`src/rtl/cla_pipe_adder.sv`:
```
// Pipelined two-level carry-lookahead adder/subtractor with a valid/ready handshake.
// Stage s resolves GPS groups; one global advance moves every stage register together.
module cla_pipe_adder #(
  parameter int WIDTH  = 16,
  parameter int GROUP  = 4,
  parameter int STAGES = 2
) (
  input  logic                   clk,
  input  logic                   rst_n,
  input  logic                   in_valid,
  output logic                   in_ready,
  input  logic [WIDTH-1:0]       a,
  input  logic [WIDTH-1:0]       b,
  input  logic                   cin,
  input  logic                   sub,
  output logic                   out_valid,
  input  logic                   out_ready,
  output logic [WIDTH-1:0]       sum,
  output logic                   cout,
  output logic                   ovf,
  output logic                   zero,
  output logic [WIDTH/GROUP-1:0] gg,
  output logic [WIDTH/GROUP-1:0] gp
);
  localparam int NG  = WIDTH / GROUP;
  localparam int GPS = NG / STAGES;
  localparam int SW  = GPS * GROUP;

  // Level 0 holds the raw beat; level s+1 holds the result of stage s.
  logic             valid_q [STAGES+1];
  logic             carry_q [STAGES+1];
  logic [WIDTH-1:0] a_q     [STAGES];
  logic [WIDTH-1:0] b_q     [STAGES];
  logic [WIDTH-1:0] sum_q   [STAGES];
  logic [NG-1:0]    gg_q    [STAGES];
  logic [NG-1:0]    gp_q    [STAGES];
  logic             zero_q;
  logic             ovf_q;

  logic             carry_d [STAGES];
  logic [WIDTH-1:0] sum_d   [STAGES];
  logic [NG-1:0]    gg_d    [STAGES];
  logic [NG-1:0]    gp_d    [STAGES];
  logic             msb_carry_d;
  logic             adv;

  for (genvar gi = 0; gi < STAGES; gi++) begin : g_stage
    logic [SW-1:0]    sa, sb, sg, sp, sc;
    logic [GPS-1:0]   grp_g, grp_p;
    logic [GPS:0]     gcar;
    logic [WIDTH-1:0] prev_sum, nsum;
    logic [NG-1:0]    prev_gg, prev_gp, ngg, ngp;

    assign sa = a_q[gi][gi*SW +: SW];
    assign sb = b_q[gi][gi*SW +: SW];
    assign sg = sa & sb;
    assign sp = sa ^ sb;

    if (gi == 0) begin : g_first
      assign prev_sum = '0;
      assign prev_gg  = '0;
      assign prev_gp  = '0;
    end else begin : g_rest
      assign prev_sum = sum_q[gi-1];
      assign prev_gg  = gg_q[gi-1];
      assign prev_gp  = gp_q[gi-1];
    end

    // Every carry is an explicit sum of generate terms masked by propagate products.
    always_comb begin : p_lookahead
      logic t;
      t     = 1'b0;
      grp_g = '0;
      grp_p = '0;
      gcar  = '0;
      sc    = '0;
      for (int j = 0; j < GPS; j++) begin
        grp_p[j] = &sp[j*GROUP +: GROUP];
        for (int k = 0; k < GROUP; k++) begin
          t = sg[j*GROUP+k];
          for (int n = k + 1; n < GROUP; n++) t = t & sp[j*GROUP+n];
          grp_g[j] = grp_g[j] | t;
        end
      end
      gcar[0] = carry_q[gi];
      for (int j = 1; j <= GPS; j++) begin
        t = carry_q[gi];
        for (int n = 0; n < j; n++) t = t & grp_p[n];
        gcar[j] = t;
        for (int m = 0; m < j; m++) begin
          t = grp_g[m];
          for (int n = m + 1; n < j; n++) t = t & grp_p[n];
          gcar[j] = gcar[j] | t;
        end
      end
      for (int j = 0; j < GPS; j++) begin
        for (int k = 0; k < GROUP; k++) begin
          t = gcar[j];
          for (int n = 0; n < k; n++) t = t & sp[j*GROUP+n];
          sc[j*GROUP+k] = t;
          for (int m = 0; m < k; m++) begin
            t = sg[j*GROUP+m];
            for (int n = m + 1; n < k; n++) t = t & sp[j*GROUP+n];
            sc[j*GROUP+k] = sc[j*GROUP+k] | t;
          end
        end
      end
    end

    always_comb begin : p_merge
      nsum = prev_sum;
      nsum[gi*SW +: SW] = sp ^ sc;
      ngg = prev_gg;
      ngg[gi*GPS +: GPS] = grp_g;
      ngp = prev_gp;
      ngp[gi*GPS +: GPS] = grp_p;
    end

    assign sum_d[gi]   = nsum;
    assign gg_d[gi]    = ngg;
    assign gp_d[gi]    = ngp;
    assign carry_d[gi] = gcar[GPS];

    if (gi == STAGES - 1) begin : g_top
      assign msb_carry_d = sc[SW-1];
    end
  end

  assign adv      = ~valid_q[STAGES] | out_ready;
  assign in_ready = adv;

  always_ff @(posedge clk or negedge rst_n) begin
    if (!rst_n) begin
      for (int s = 0; s <= STAGES; s++) begin
        valid_q[s] <= 1'b0;
        carry_q[s] <= 1'b0;
      end
      for (int s = 0; s < STAGES; s++) begin
        a_q[s]   <= '0;
        b_q[s]   <= '0;
        sum_q[s] <= '0;
        gg_q[s]  <= '0;
        gp_q[s]  <= '0;
      end
      zero_q <= 1'b0;
      ovf_q  <= 1'b0;
    end else if (adv) begin
      valid_q[0] <= in_valid;
      carry_q[0] <= sub | cin;
      a_q[0]     <= a;
      b_q[0]     <= b ^ {WIDTH{sub}};
      for (int s = 0; s < STAGES; s++) begin
        valid_q[s+1] <= valid_q[s];
        carry_q[s+1] <= carry_d[s];
        sum_q[s]     <= sum_d[s];
        gg_q[s]      <= gg_d[s];
        gp_q[s]      <= gp_d[s];
      end
      for (int s = 1; s < STAGES; s++) begin
        a_q[s] <= a_q[s-1];
        b_q[s] <= b_q[s-1];
      end
      zero_q <= ~|sum_d[STAGES-1];
      ovf_q  <= msb_carry_d ^ carry_d[STAGES-1];
    end
  end

  assign out_valid = valid_q[STAGES];
  assign sum       = sum_q[STAGES-1];
  assign cout      = carry_q[STAGES];
  assign ovf       = ovf_q;
  assign zero      = zero_q;
  assign gg        = gg_q[STAGES-1];
  assign gp        = gp_q[STAGES-1];
endmodule

```
`config.mk`:
```
export PLATFORM = sky130hd
export DESIGN_NAME = cla_pipe_adder
export DESIGN_NICKNAME = d
export VERILOG_FILES = /design/src/rtl/cla_pipe_adder.sv
export SDC_FILE = /design/constraint.sdc
export NUM_CORES = 1
export LEC_CHECK = 0
export CAP_MARGIN = 10
export CORE_ASPECT_RATIO = 0.7
export CORE_MARGIN = 2
export CORE_UTILIZATION = 54
export DETAILED_ROUTE_END_ITERATION = 16
export GPL_TIMING_DRIVEN = 0
export PLACE_DENSITY = 0.8
export RECOVER_POWER = 25
export SETUP_SLACK_MARGIN = 0.02
export SLEW_MARGIN = 5
export SYNTH_ARGS = -nofsm -noshare
export SYNTH_HDL_FRONTEND = slang
export SYNTH_SLANG_ARGS = --single-unit
```
`constraint.sdc`:
```
create_clock -name clk -period 2.5 [get_ports clk]
set_input_delay 0.5 -clock clk [delete_from_list [all_inputs] [get_ports clk]]
set_output_delay 0.5 -clock clk [all_outputs]
set_load 0.01 [all_outputs]
```
; After elaboration in Yosys (flattened, before gate mapping)
; Cells that the tools add are included.
[totals]
out_inout_bits = 29
word_cells = 119
in_bits = 38
ff_bits = 108
[op_classes]
n_reduce_logical = 6
bitwise_logic = 95
[op_table]
columns = op, count
row1 = 1-bit bitwise OR, 44
row2 = 1-bit bitwise AND, 42
row3 = 8-bit XOR, 4
row4 = 8-bit bitwise AND, 2
row5 = 4-bit AND reduction, 4
row6 = 16-bit OR reduction, 1
row7 = 16-bit XOR, 1
row8 = 1-bit logical NOT, 1
row9 = 1-bit NOT, 1
row10 = 1-bit XOR, 1

; Logic depth before layout (Yosys ltp)
; Gate-level depths: netlist of the first run.
[depth]
ltp_word = 17
ltp_mapped = 11
mapped_depth_nobuf = 11

; Worst setup path before layout of the first run
; No wires, ideal clock.
[synth_timing]
path_type = register to register
start = register a_q[9] in the netlist's numbering
end = register zero_q (netlist: zero)
required_time_ns = 2.434
setup_slack_ns = 0.192
synth_period_minus_slack_ns = 2.308
path_stages_with_launch = 11
path_buffers = 0
arrival_ns = 2.243
setup_ns = 0.066
path_cell_list = dfrtp_1 > ha_1 > a21oi_1 > o21ai_1 > a21oi_1 > inv_1 > fa_1 > nor4b_1 > nand4_1 > nor3_2 > a32o_2
[synth_between]
elab_cells_between_ends = 32
classes_between = bitwise (29) / reduce/logical (3)
[synth_lines]
columns = element, line_no
row1 = from (decl), 32  ; logic [WIDTH-1:0] a_q [STAGES];
row2 = "from (signal, indexed assignment)", 160  ; a_q[s] <= a_q[s-1];
row3 = 8-bit XOR, 57  ; assign sp = sa ^ sb;
row4 = 1-bit bitwise AND (3 in series), 81  ; for (int n = k + 1; n < GROUP; n++) t = t & sp[j*GROUP+n];
row5 = 1-bit bitwise OR (3 in series), 82  ; grp_g[j] = grp_g[j] | t;
row6 = 1-bit bitwise OR (*), 93  ; gcar[j] = gcar[j] | t;
row7 = 8-bit XOR (*), 112  ; nsum[gi*SW +: SW] = sp ^ sc;
row8 = named net g_stage[1].nsum[12], 51  ; logic [WIDTH-1:0] prev_sum, nsum;
row9 = 16-bit OR reduction (*), 163  ; zero_q <= ~|sum_d[STAGES-1];
row10 = 1-bit logical NOT (*), 163
row11 = to (signal assigned), 163
row12 = to (decl), 37  ; logic zero_q;
; The timed path passes the listed nets; every way through them passes the cells marked *.
; A chain may end at the register's enable or synchronous reset.

; Worst setup path after layout of the first run
[layout_timing]
start = register a_q[9] in the netlist's numbering
end = register zero_q (netlist: zero)
[layout_between]
elab_chain_cells = 17
elab_cells_between_ends = 32
classes_between = bitwise (29) / reduce/logical (3)
[layout_rtl]
columns = element, line_no
row1 = 8-bit XOR, 57
row2 = 1-bit bitwise AND (2 in series), "81, 103"
row3 = 1-bit bitwise AND, 81
row4 = 1-bit bitwise OR (3 in series), 82
row5 = 1-bit bitwise OR, 93
row6 = 1-bit bitwise AND (3 in series), 99  ; for (int n = 0; n < k; n++) t = t & sp[j*GROUP+n];
row7 = 1-bit bitwise OR (3 in series), 104  ; sc[j*GROUP+k] = sc[j*GROUP+k] | t;
row8 = 8-bit XOR (*), 112
row9 = 16-bit OR reduction (*), 163
row10 = 1-bit logical NOT (*), 163
; Every way passes the cells marked *; elsewhere a longest branch is shown, timed or not.

==> qor.yml, run 1 <==
io_pins: 67
nNetsFinal: 596
antenna_found_initial: 0
hold_buffers: 0
die_y_um: 78.3
outcome: "finished with violations"
start_kind: "flop"
grt_usage: 0.267
clock_path_buffers: 2
post_synth_num_cell_types: 34
crit_required_ns: 2.73
slew_viol_final: 28
htree_levels: 3
drt_iter0_drc: 218
netlist_area_mm2: 0.00426
setup_viol: 0
p_per_area_mw_per_mm2: 1260
worstMarginPinSlew_ns: 1.70
cp.arrival_ns: 2.70
cts_root_buf: "clkbuf_16"
dieArea_mm2: 0.00862
syn_inst: 457
path_class: "reg2reg"
cts_made_buffers: 9
layout_min_cycle_time_ns: 2.48
post-route-period-util: 0.990
first_global_vias: 3459
grt_setup_unrepaired: "true"
grt_max_degree: 66
dp_worst_setup_slack_ns: -0.361
syn-num-nets: 519
synth_seq_cells: 92
path_buf_inv: 1
p_leak_nw: 2.57
drcViolationCount: 0
clkSinkCount: 92
crit_fanout: 4
min_path_type: "reg2reg"
end_kind: "flop"
first_pass_iters: 5
place_congestion: 0.888
seq_area_frac_synth: 0.541
max_freq_mhz: 404
start_util: 0.548
crit_chain: "ha_4, a21oi_4, o21ai_2, a21oi_2, inv_2, ha_1, o211ai_1, nand2_2, xnor2_2, a32o_2"
layout_setup_ws_ns: 0.0239
via_count: 3543
clk_latency_ns: 0.34
routedWlPerCell_um: 16.7
via_per_inst: 5.54
timing.max_cap.violations: 1
crit_path_max_incr_delay_ns: 0.42
io_buffers: 65
violations: "max-capacitance violations, max-slew violations"
area_growth_pct: 28.0
yosys.area.top_type_share: 0.541
drive_above_1_share: 0.0761
place_hpwl_mm: 7.43
place_area_mm2: 0.00506
cts_tree: "done"
diodes: 0
cpLargestDelayFamily: "compound AO/OA/AOI/OAI gates"
yosysWarnings: 0
dieWidth_um: 110
synthTopCellsByArea: "dfrtp_1, nand2_1, ha_1, xnor2_1, o21ai_0"
fin_area_mm2: 0.00545
skew_ns: 0.00484
cts.clk_slew.worst_paths_ns: 0.06
cts_setup_buffers: 0
ir_drop_v: 0.000780
num_rows: 27
slew_headroom: -0.133
grt_pass1_wl_mm: 17.5
grt_overflow: 0
syn_area_per_cell_um2: 9.31
core-area_mm2: 0.00777
yosys.area.top_type: "dfrtp_1"
hold_viol: 0
ant_nets: 0
wl_mm: 10.7
worst_path_max_delay_cell: "dfrtp_1"
[metrics by stage]
step            util  power, mW  std cells  hold slack (ns)  setup TNS (ns)
6_report       0.701       6.85        640            0.468               0
5_1_grt        0.701       7.28        640            0.493          -0.150
4_1_cts        0.698       6.72        640           0.0962               0
3_5_place_dp   0.651       5.17        624            0.454          -0.533
3_3_place_gp   0.648       5.01        623            0.450         -210.20
2_1_floorplan      -       4.05        457            0.204               0
[layout by cell type (no fill, tap or decap), types with 2 or more instances in the layout]
cell and count:
clkdlybuf4s50_1 63, a21oi_2 2, clkinv_2 3, buf_1 2
buf_2 2, clkbuf_1 15, nand2_1 181, fa_1 4
clkbuf_16 9, o21ai_1 5, inv_1 7, buf_4 4
inv_2 2, o21ai_0 30, xnor2_1 21, a21oi_1 15
nor2_1 15, xor2_1 5, ha_1 17, o21a_1 6
dfrtp_1 92, nand4_1 6, a21o_1 4, nand2b_1 2
ha_4 3, bufinv_16 2
[worst register-to-register path: stages, from the launching register on]
cell	delay, ns
dfrtp_1	0.42
ha_4	0.29
a21oi_4	0.15
o21ai_2	0.09
a21oi_2	0.16
inv_2	0.09
ha_1	0.21
o211ai_1	0.33
nand2_2	0.15
xnor2_2	0.20
a32o_2	0.28
[report_power, final]
part	internal, mW	switching, mW
Sequential	2.05	0.399
Clock	0.872	0.574
Combinational	1.32	1.63
[cells by family (layout without fill, tap and decap cells)]
group,count (synthesis),in the layout,share of synthesized area
AOI/OAI and AO/OA,69,69,0.0914
buffers and inverters,31,113,0.0303
DFF,92,92,0.541
xor gates and xnor gates,27,27,0.0556
and+or+nand+nor,214,214,0.204
adders and majority gates,24,24,0.0776
[final timing paths]
kind                               from      end  slack [ns]  cells past startpoint
min in group asynchronous         rst_n  a_q[29]        0.60                      1
worst max-delay path             a_q[9]     zero        0.02                     10
worst max register to register   a_q[9]     zero        0.02                     10
worst min-delay path            a_q[25]  a_q[25]        0.47                      2
max in group asynchronous         rst_n  b_q[26]        0.87                      2
worst min register to register  a_q[25]  a_q[25]        0.47                      2
[area by class of cell]
class,instances,area (um^2)
fillers,579,2320
flip-flops and latches,92,2300
multi-input cells,334,1900
repair buffers,66,667
clock buffers,9,225
well taps,101,126
plain buffers,22,100
clock inverters,7,91.3
inverters,9,33.8
[Yosys cell counts, drive strengths merged]
library cell / n
nand2: 182
dfrtp: 92
o21ai: 36
xnor2: 22
ha: 20
a21oi: 18
nor2: 15
clkbuf: 14
inv: 9
buf: 8
nand4: 6
o21a: 6
xor2: 5
a21o: 4
fa: 4
nand2b: 2
nor3: 2
a211oi: 1
a32o: 1
and4: 1
nand3: 1
nand4b: 1
nor2b: 1
nor4: 1
nor4b: 1
o211ai: 1
o311a: 1
o31ai: 1
or4: 1
[routing by layer]
layer	share of wire	wire length, um	track usage	up-vias
met2	0.47	5000	0.418	135
met4	0.013	143	0.0700	0
met3	0.064	678	0.0507	15
met1	0.45	4850	0.386	1760
met5	0	0	0	-
li1	-	-	-	1633
[flip-flops by register name, indices dropped and copies added, names as in the netlist]
signal            cells
a_q                  24
b_q                  24
carry_q               2
cout                  1
g_stage.prev_gg       2
g_stage.prev_gp       2
g_stage.prev_sum      8
gg                    4
gp                    4
out_valid             1
ovf                   1
sum                  16
valid_q               2
zero                  1
[timing repair]
| item | 4_1_cts | 5_1_grt |
|---|---|---|
| setup endpoints to repair | 3 | 4 |
| pin swaps | 0 | 2 |
| hold endpoints to repair | 0 | 0 |
| resized for setup | 8 | 9 |
Power figures use the tool's default switching activity.
==> run 2, diff against run 1 <==
--- a/config.mk
+++ b/config.mk
@@ -7,11 +7,12 @@
 export LEC_CHECK = 0
 export CAP_MARGIN = 10
 export CORE_ASPECT_RATIO = 0.7
-export CORE_MARGIN = 2
-export CORE_UTILIZATION = 54
+export CORE_MARGIN = 5
+export CORE_UTILIZATION = 58
+export CTS_BUF_LIST = sky130_fd_sc_hd__clkbuf_16
 export DETAILED_ROUTE_END_ITERATION = 16
 export GPL_TIMING_DRIVEN = 0
-export PLACE_DENSITY = 0.8
+export PLACE_DENSITY = 0.85
 export RECOVER_POWER = 25
 export SETUP_SLACK_MARGIN = 0.02
 export SLEW_MARGIN = 5
==> constraint.sdc (replaced) <==
create_clock -name clk -period 3 [get_ports clk]
set_input_delay 0.6 -clock clk [delete_from_list [all_inputs] [get_ports clk]]
set_output_delay 0.6 -clock clk [all_outputs]
set_load 0.01 [all_outputs]
==> run 2 against run 1 <==
The run now ends clean. Largest power group unchanged. Global-route usage is 2.3 points lower. Sequential share of layout area increased by 0.95 points. Critical path depth shrank 3. Core utilization grew 3.7 points. Setup slack improved by 0.058 ns. Clock skew is 0.00096 ns higher. Final cell count is 0.47% lower. Register-to-register slack better by 0.21 ns. Via count shrank 1.3%. Sequential power down 17%. Critical endpoint is now in_ready. Die area increased by 6.5%. Wire length is 0.96% lower.
==> qor.yml, run 2 (same netlist as run 1, synthesis figures left out) <==
drive_above_1_share: 0.0519  # -0.0241
grt_max_degree: 48  # -27%
first_global_vias: 3457  # -0.058%
slew_headroom: 0.246  # +0.379
slew_viol_final: 0  # -100%
path_class: "in2out"
grt_pass1_wl_mm: 17.4  # -0.44%
startpoint: "out_ready"
num_rows: 26  # -3.7%
place_hpwl_mm: 7.66  # +3.0%
drcViolationCount: 0  # unchanged
cts_root_buf: "clkbuf_16"
start_util: 0.589  # +0.0416
layout_commonest_cell: "nand2_1"
p_leak_nw: 2.54  # -0.93%
die_y_um: 81.7  # +4.3%
antenna_found_initial: 0  # unchanged
dieArea_mm2: 0.00918  # +6.5%
whs_endpoint: "sum[12]"
via_per_inst: 5.49  # -0.83%
via_count: 3497  # -1.3%
wl_mm: 10.6  # -0.96%
rr_startpoint: "a_q[9]"
crit_fanout: 10  # +6
grtUsageMet2: 0.421  # +0.00252
drt_iter0_drc: 290  # +33%
cts_tree: "done"
busiest_layer: "met2"
r2r-end: "zero"
htree_levels: 3  # unchanged
nNetsFinal: 596  # unchanged
worstMarginPinSlew_ns: 1.13  # -0.568 ns
most-common-layout-cells: "nand2_1, dfrtp_1, clkdlybuf4s50_1"
gr-usage-met3: 0.0574  # +0.00677
r2r_cells: 10  # unchanged
clk_latency_ns: 0.34  # about the same
p_per_area_mw_per_mm2: 1030  # -18%
first_pass_iters: 5  # unchanged
min_path_type: "reg2reg"
layout_min_cycle_time_ns: 2.92
r2r_slack_ns: 0.23  # +0.21 ns
grt_setup_unrepaired: "false"
grt_usage: 0.245  # -0.0226
whs_path_depth: 2  # unchanged
place_congestion: 0.923  # +4.0%
ir_drop_v: 0.000457  # -41%
routedWlPerCell_um: 16.6  # -0.49%
setup_viol: 0  # unchanged
core-area_mm2: 0.00722  # -7.1%
start_kind: "primary input"
layout_setup_ws_ns: 0.0814  # +0.0575 ns
dp_worst_setup_slack_ns: -0.0182  # +0.343 ns
max_freq_mhz: 343
use_met1: 0.321  # -0.0651
end_kind: "output pin"
clkSinkCount: 92  # unchanged
cp.arrival_ns: 2.32  # -0.38 ns
timing.max_cap.violations: 0  # -1
outcome: "completed"
skew_ns: 0.00580  # +0.000955 ns
clock_path_buffers: 2  # unchanged
cts.clk_slew.worst_paths_ns: 0.06  # about the same
io_pins: 67  # unchanged
ant_nets: 0  # unchanged
dieWidth_um: 112  # +2.1%
io_buffers: 65  # unchanged
hp-start: "sum[12]"
diodes: 0  # unchanged
grt_overflow: 0  # unchanged
post-route-period-util: 0.973
crit_required_ns: 2.40  # -0.33 ns
cts_made_buffers: 9  # unchanged
hold_viol: 0  # unchanged
area_growth_pct: 25.2
setup-tns-final_ns: 0  # unchanged
run 2: cell type report:
type                            count  area (um^2)
Buffer                             22          100
Clock buffer                        9          225
Clock inverter                      7         67.6
Fill cell                         550         1900
Inverter                            9         33.8
Multi-Input combinational cell    334         1820
Sequential cell                    92         2300
Tap cell                           98          123
Timing Repair Buffer               66          651
run 2: power by group:
group,switching [mW],leakage [nW],internal [mW]
Combinational,1.30,1.28,1.02
Sequential,0.317,1.12,1.71
Clock,0.469,0.145,0.642
run 2: worst max-delay path by stage:
stage                          end  slack, ns
after floorplan               zero       0.69
after global placement     a_q[20]      -1.87
after detailed placement  in_ready      -0.02
after CTS                 in_ready       0.02
after global routing      in_ready       0.04
final                     in_ready       0.08
run 2: through the flow:
step | power [mW] | cell area [um^2] | hold slack, ns | std cells | utilization
4_1_cts | 5.45 | 5350 | 0.286 | 637 | 0.741
3_3_place_gp | 4.17 | 5030 | 0.450 | 620 | 0.696
2_1_floorplan | 3.37 | 4260 | 0.304 | 457 | -
5_1_grt | 5.81 | 5330 | 0.490 | 637 | 0.738
3_5_place_dp | 4.30 | 5050 | 0.455 | 621 | 0.700
6_report | 5.46 | 5330 | 0.462 | 637 | 0.738
run 2: per-layer routing:
metal | vias up | share of wire | wire length [um]
met2 | 156 | 0.48 | 5100
met4 | 0 | 0.013 | 137
met3 | 13 | 0.080 | 841
li1 | 1631 | - | -
met5 | - | 0 | 0
met1 | 1697 | 0.42 | 4490
run 2: critical path: stages:
cell	delay [ns]
clkdlybuf4s50_1	0.47
nor2b_2	0.04
buf_4	0.17
inv_2	0.10
buf_4	0.19
buf_4	0.19
clkdlybuf4s50_1	0.55
run 2: repair_timing:
| item | 4_1_cts | 5_1_grt |
|---|---|---|
| endpoints found under the setup margin | 1 | 1 |
| setup buffers | 0 | 0 |
| gates resized for setup | 1 | 2 |
| hold buffers | 0 | 0 |
